$ cat src/rtl/alu_pkg.sv
// Shared definitions for the ALU arbiter: opcodes, ALU control codes,
// the opcode-to-control mapping and the sequencer state type.
package alu_pkg;

  localparam int DATA_W = 5;
  localparam int CTRL_W = 4;

  localparam logic [1:0] OP_AND = 2'b00;
  localparam logic [1:0] OP_OR  = 2'b01;
  localparam logic [1:0] OP_ADD = 2'b10;
  localparam logic [1:0] OP_SUB = 2'b11;

  localparam logic [CTRL_W-1:0] CTRL_AND = 4'd0;
  localparam logic [CTRL_W-1:0] CTRL_OR  = 4'd1;
  localparam logic [CTRL_W-1:0] CTRL_ADD = 4'd2;
  localparam logic [CTRL_W-1:0] CTRL_SUB = 4'd6;

  typedef enum logic [1:0] {
    ST_IDLE,
    ST_ISSUE,
    ST_CAPT,
    ST_RESP
  } state_t;

  function automatic logic [CTRL_W-1:0] op_to_ctrl(input logic [1:0] op);
    logic [CTRL_W-1:0] ctrl;
    case (op)
      OP_AND:  ctrl = CTRL_AND;
      OP_OR:   ctrl = CTRL_OR;
      OP_ADD:  ctrl = CTRL_ADD;
      default: ctrl = CTRL_SUB;
    endcase
    return ctrl;
  endfunction

endpackage

$ cat src/rtl/rr_arb2.sv
// Two-input round-robin picker. ptr holds the index of the last grant and
// moves only when the caller reports an accept through update.
module rr_arb2 (
  input  logic       clk,
  input  logic       rst_n,
  input  logic [1:0] req,
  input  logic       update,
  output logic [1:0] grant,
  output logic       ptr
);

  logic ptr_reg;

  always_comb begin
    grant = 2'b00;
    case (req)
      2'b01:   grant = 2'b01;
      2'b10:   grant = 2'b10;
      // On a tie the requester that did not win last time goes first.
      2'b11:   grant = ptr_reg ? 2'b01 : 2'b10;
      default: grant = 2'b00;
    endcase
  end

  always_ff @(posedge clk) begin
    if (!rst_n) begin
      ptr_reg <= 1'b1;
    end else if (update) begin
      ptr_reg <= grant[1];
    end
  end

  assign ptr = ptr_reg;

endmodule

$ cat src/rtl/alu_arbiter.sv
// Arbitrates two requesters onto the shared registered ALU and returns each
// result over a response handshake; one operation in flight at a time.
module alu_arbiter
  import alu_pkg::*;
#(
  parameter int DATA_W = alu_pkg::DATA_W,
  parameter int CTRL_W = alu_pkg::CTRL_W
) (
  input  logic              clk,
  input  logic              rst_n,
  input  logic [1:0]        req_valid,
  output logic [1:0]        req_ready,
  input  logic [1:0]        req_op0,
  input  logic [1:0]        req_op1,
  input  logic [DATA_W-1:0] req_a0,
  input  logic [DATA_W-1:0] req_b0,
  input  logic [DATA_W-1:0] req_a1,
  input  logic [DATA_W-1:0] req_b1,
  output logic [1:0]        rsp_valid,
  input  logic [1:0]        rsp_ready,
  output logic [DATA_W-1:0] rsp_data,
  output logic              busy,
  output logic [DATA_W-1:0] alu_a,
  output logic [DATA_W-1:0] alu_b,
  output logic [CTRL_W-1:0] alu_ctrl,
  input  logic [DATA_W-1:0] alu_result
);

  state_t            state_reg, state_next;
  logic [DATA_W-1:0] alu_a_reg, alu_b_reg, rsp_data_reg;
  logic [CTRL_W-1:0] alu_ctrl_reg;
  logic [1:0]        rsp_valid_reg;
  logic [1:0]        grant;
  logic              ptr;
  logic              accept;
  logic [DATA_W-1:0] a_next, b_next;
  logic [CTRL_W-1:0] ctrl_next;

  // After an accept the arbiter pointer equals the granted index, so it
  // doubles as the owner of the in-flight transaction.
  rr_arb2 u_rr_arb2 (
    .clk    (clk),
    .rst_n  (rst_n),
    .req    (req_valid),
    .update (accept),
    .grant  (grant),
    .ptr    (ptr)
  );

  assign accept = (state_reg == ST_IDLE) && (grant != 2'b00);

  genvar gi;
  generate
    for (gi = 0; gi < 2; gi++) begin : g_ready
      assign req_ready[gi] = (state_reg == ST_IDLE) & grant[gi];
    end
  endgenerate

  always_comb begin
    a_next    = grant[1] ? req_a1 : req_a0;
    b_next    = grant[1] ? req_b1 : req_b0;
    ctrl_next = CTRL_W'(op_to_ctrl(grant[1] ? req_op1 : req_op0));
  end

  always_comb begin
    state_next = state_reg;
    case (state_reg)
      ST_IDLE:  if (accept) state_next = ST_ISSUE;
      ST_ISSUE: state_next = ST_CAPT;
      ST_CAPT:  state_next = ST_RESP;
      ST_RESP:  if (rsp_ready[ptr]) state_next = ST_IDLE;
      default:  state_next = ST_IDLE;
    endcase
  end

  always_ff @(posedge clk) begin
    if (!rst_n) begin
      state_reg     <= ST_IDLE;
      alu_a_reg     <= '0;
      alu_b_reg     <= '0;
      alu_ctrl_reg  <= '0;
      rsp_data_reg  <= '0;
      rsp_valid_reg <= 2'b00;
    end else begin
      state_reg <= state_next;
      if (accept) begin
        alu_a_reg    <= a_next;
        alu_b_reg    <= b_next;
        alu_ctrl_reg <= ctrl_next;
      end
      if (state_reg == ST_CAPT) begin
        rsp_data_reg  <= alu_result;
        rsp_valid_reg <= ptr ? 2'b10 : 2'b01;
      end
      if (state_reg == ST_RESP && rsp_ready[ptr]) begin
        rsp_valid_reg <= 2'b00;
      end
    end
  end

  assign busy      = (state_reg != ST_IDLE);
  assign alu_a     = alu_a_reg;
  assign alu_b     = alu_b_reg;
  assign alu_ctrl  = alu_ctrl_reg;
  assign rsp_data  = rsp_data_reg;
  assign rsp_valid = rsp_valid_reg;

endmodule
$ cat config.mk
export PLATFORM = sky130hd
export DESIGN_NAME = alu_arbiter
export DESIGN_NICKNAME = d
export VERILOG_FILES = /design/src/rtl/alu_pkg.sv /design/src/rtl/rr_arb2.sv /design/src/rtl/alu_arbiter.sv
export SDC_FILE = /design/constraint.sdc
export NUM_CORES = 1
export LEC_CHECK = 0
export BUFFER_PORTS_ARGS = -buffer_cell sky130_fd_sc_hd__buf_2
export CORE_MARGIN = 2
export CORE_UTILIZATION = 39
export DETAILED_ROUTE_END_ITERATION = 10
export HOLD_SLACK_MARGIN = 0.08
export PLACE_DENSITY = 0.86
export SKIP_LAST_GASP = 1
export SLEW_MARGIN = 20
export SYNTH_ARGS = -nofsm -noshare
export SYNTH_HDL_FRONTEND = slang
export SYNTH_SLANG_ARGS = --single-unit
$ cat constraint.sdc
create_clock -name clk -period 1.3 [get_ports clk]
set_clock_uncertainty 0.15 [all_clocks]
set_input_delay 0 -clock clk [delete_from_list [all_inputs] [get_ports clk]]
set_output_delay 0 -clock clk [all_outputs]
set_load 0.01 [all_outputs]
==> impl_metrics.py <==
metrics = {
    "route": {
        "vias": 1277,
        "vias_per_cell": 5.05,
        "routed_wl_um": 3790,
        "wl_per_cell_um": 15.0,
        "drtPass1Iterations": 4,
        "drc_errors": 0,
        "drt-initial-drc-count": 22,
        "ant_nets": 0,
    },
    "synthesis": {
        "syn-cell-area_um2": 1050,
        "yosys-mux-area-fraction_pct": 9.07,
        "synthAdderAreaFrac_pct": 4.77,
        "yosysWarnings": 0,
        "synthSimpleGateAreaFrac_pct": 16.7,
        "synth.area.top_cells": "dfxtp_1 (44%), o221ai_1 (8.4%), nor2_1 (8.2%)",
        "ys_ff_latch": 23,
        "syn_inst": 116,
        "synth_top_family_by_area": "compound AO/OA/AOI/OAI gates",
        "synth_top_area_cell": "dfxtp_1",
        "seq_area_frac_synth_pct": 43.9,
        "synth_top_area_share_pct": 43.9,
        "synth_fp_nets": 155,
        "syn_avg_cell_area_um2": 9.04,
        "ys_types": 27,
        "synth-xor-area-share_pct": 0,
        "synth_compound_area_share_pct": 16.9,
    },
    "timing": {
        "rsz0062_at_grt": "true",
        "drv_slew": 0,
        "post-route-period-util_pct": 114,
        "hold_viol_final": 1,
        "holdWs_ps": -1.85,
        "max_freq_ghz": 0.672,
        "finalSetupViolCount": 26,
        "finalCriticalPeriod_ps": 1490,
        "fin_ws_ps": -187,
    },
    "placement": {
        "placed_cell_area_um2": 1410,
        "place_congestion": 0.726,
        "portBuffers": 57,
        "detailed_place_hpwl_um": 1920,
        "post-place-cells": 204,
    },
    "cells_and_area": {
        "antennaDiodeCount": 0,
        "synthToLayoutAreaGrowth_pct": 85.8,
        "fin_nets": 263,
        "layout_common_cells": "buf_2 (55), dlygate4sd3_1 (33), nor2_1 (20), dfxtp_1 (20), buf_4 (16)",
        "layout_commonest_cell": "buf_2",
        "fill_cells": 149,
        "fin_area_um2": 1950,
        "drive_gt1_share_pct": 47.5,
        "post-route-util_pct": 77.2,
        "layoutNonFillerInstCount": 253,
    },
    "die": {
        "core_area_um2": 2520,
        "io_pins": 59,
        "start_util_pct": 41.6,
        "die_width_um": 55.9,
        "die_area_um2": 3120,
        "die_y_um": 55.9,
        "rows": 18,
    },
    "worst_setup_path": {
        "critPathCaptureType": "output pin",
        "crit_chain": "inv_2 > ha_4 > buf_6 > nand3_4 > buf_6 > inv_4 > buf_6",
        "cp_slowest_cell": "dfxtp_2",
        "reg2reg_from": "state_reg[0]",
        "r2r_cells": 8,
        "slowest_delay_ps": 350,
        "required_ps": 1150,
        "setup.worst_path.class": "reg -> out",
        "reg2reg_to": "alu_a[1]",
        "critPathMaxFanout": 4,
        "critPathLaunchType": "register",
        "cp_top_family": "buffers and inverters",
        "path_common_cell": "buf_6",
        "critPathBufInv": 5,
        "arrival_ps": 1340,
        "ff2ff_setup_slack_ps": -180,
    },
    "clock_tree": {
        "cts_tree": "done",
        "numCtsBuffers": 3,
        "clk_pin_slew_ps": 150,
        "htree_num_levels": 1,
        "cts_sinks": 23,
        "clock_latency_ps": 330,
        "cts_hold_buf": 33,
        "clock_path_buffers": 2,
        "cts-root-buf": "clkbuf_4",
    },
    "global_route": {
        "grt_pass1_wl_um": 5940,
        "grt_pass1_vias": 1303,
        "grt_start_max_net_pins": 26,
        "gr-usage-all-layers_pct": 24.0,
        "antenna_found_initial": 0,
        "overflow": 0,
    },
    "power_and_ir_drop": {
        "clock_power_share_pct": 10.9,
        "vdd_drop_max_mv": 1.59,
        "p_int_w": 0.00202,
        "leakage_nw": 0.945,
        "comb_power_share_pct": 55.8,
        "p_sw_w": 0.00126,
        "swShare_pct": 38.5,
        "powerDensity_nw_per_um2": 1680,
        "seqPwrFrac_pct": 33.3,
    },
    "status": {
        "violations": "negative hold slack, negative setup slack",
        "status": "finished with violations",
    },
    "min_path": {
        "hold_depth": 5,
        "hold_path_end": "u_rr_arb2.ptr",
        "hold_path_class": "in -> reg",
        "hp-start": "req_valid[0]",
    },
    "job": {
        "cap_violations": 0,
    },
}
==> cell usage after synthesis <==
master     n
buf_2      3
buf_4      3
dfxtp_1   23
nor2b_1    5
nand2_1    8
mux2_4     1
and3_1     1
inv_1      9
nand2b_1   1
clkbuf_1   1
a21boi_2   1
a32o_1     1
o21ai_0    1
conb_1     1
o211a_1    1
nor2_1    23
a21oi_1    1
o32a_2     1
nand3_1    3
o21ai_1    2
mux2i_1    8
o22ai_1    1
o221ai_1  10
o211ai_2   1
o21a_2     1
buf_6      1
ha_1       4
==> logic make-up after synthesis <==
family | count (synthesis)
other cells | 1
buf+inv | 17
compound gates | 21
simple gates | 41
fa+ha+maj | 4
flops | 23
mux | 9
==> worst min-delay path, delay by kind of cell <==
kind | cells | cell delay (ps)
buffers and inverters | 2 | 280
and+or+nand+nor | 2 | 120
AOI/OAI and AO/OA | 1 | 60
==> metal layers <==
metal	share of wire [%]	vias to the layer above	global-route usage, %
li1	-	611	-
met3	8.2	13	7.67
met2	49	65	43.2
met4	2.8	0	9.52
met1	40	588	26.0
met5	0	-	0
==> power by group through the flow <==
stage               logic [W]  registers, W  clock network [W]
finish                0.00183       0.00109           0.000358
global route          0.00197       0.00111           0.000382
CTS                   0.00163       0.00107           0.000355
detailed placement    0.00128       0.00108                  0
global placement      0.00125       0.00108                  0
floorplan            0.000677       0.00119                  0
==> what timing repair did <==
item | CTS | global route
hold endpoints to repair | 23 | 5
pin swaps | 4 | 1
gates cloned | 0 | 1
endpoints found under the setup margin | 24 | 26
gates resized for setup | 17 | 7
buffers inserted | 9 | 2
==> stage by stage <==
step | power, W | setup slack (ps) | setup TNS (ps)
finish | 0.00328 | -187 | -3120
global placement | 0.00233 | -92.6 | -927
detailed placement | 0.00236 | -132 | -1380
CTS | 0.00306 | -191 | -2630
global route | 0.00347 | -251 | -5040
floorplan | 0.00186 | -9.71 | -15.7
==> layout make-up <==
type                            count  area, um2  area share (%)
Timing Repair Buffer              110        793            40.7
Multi-Input combinational cell     77        587            30.1
Sequential cell                    23        464            23.8
Inverter                            9       38.8            1.99
Tap cell                           30       37.5            1.93
Clock buffer                        3       22.5            1.16
Clock inverter                      1       5.00           0.257
==> how the worst max path moves through the flow <==
stage,startpoint,end,slack [ps],depth (start not counted)
3_5_place_dp,state_reg[0],rsp_data[4],-130,4
5_1_grt,state_reg[0],req_ready[0],-250,7
4_1_cts,state_reg[0],req_ready[0],-190,7
6_report,state_reg[0],req_ready[0],-190,7
2_1_floorplan,state_reg[1],state_reg[1],-10,6
3_3_place_gp,state_reg[0],rsp_data[3],-90,4
Note: power is estimated with default switching activity, not from simulation.
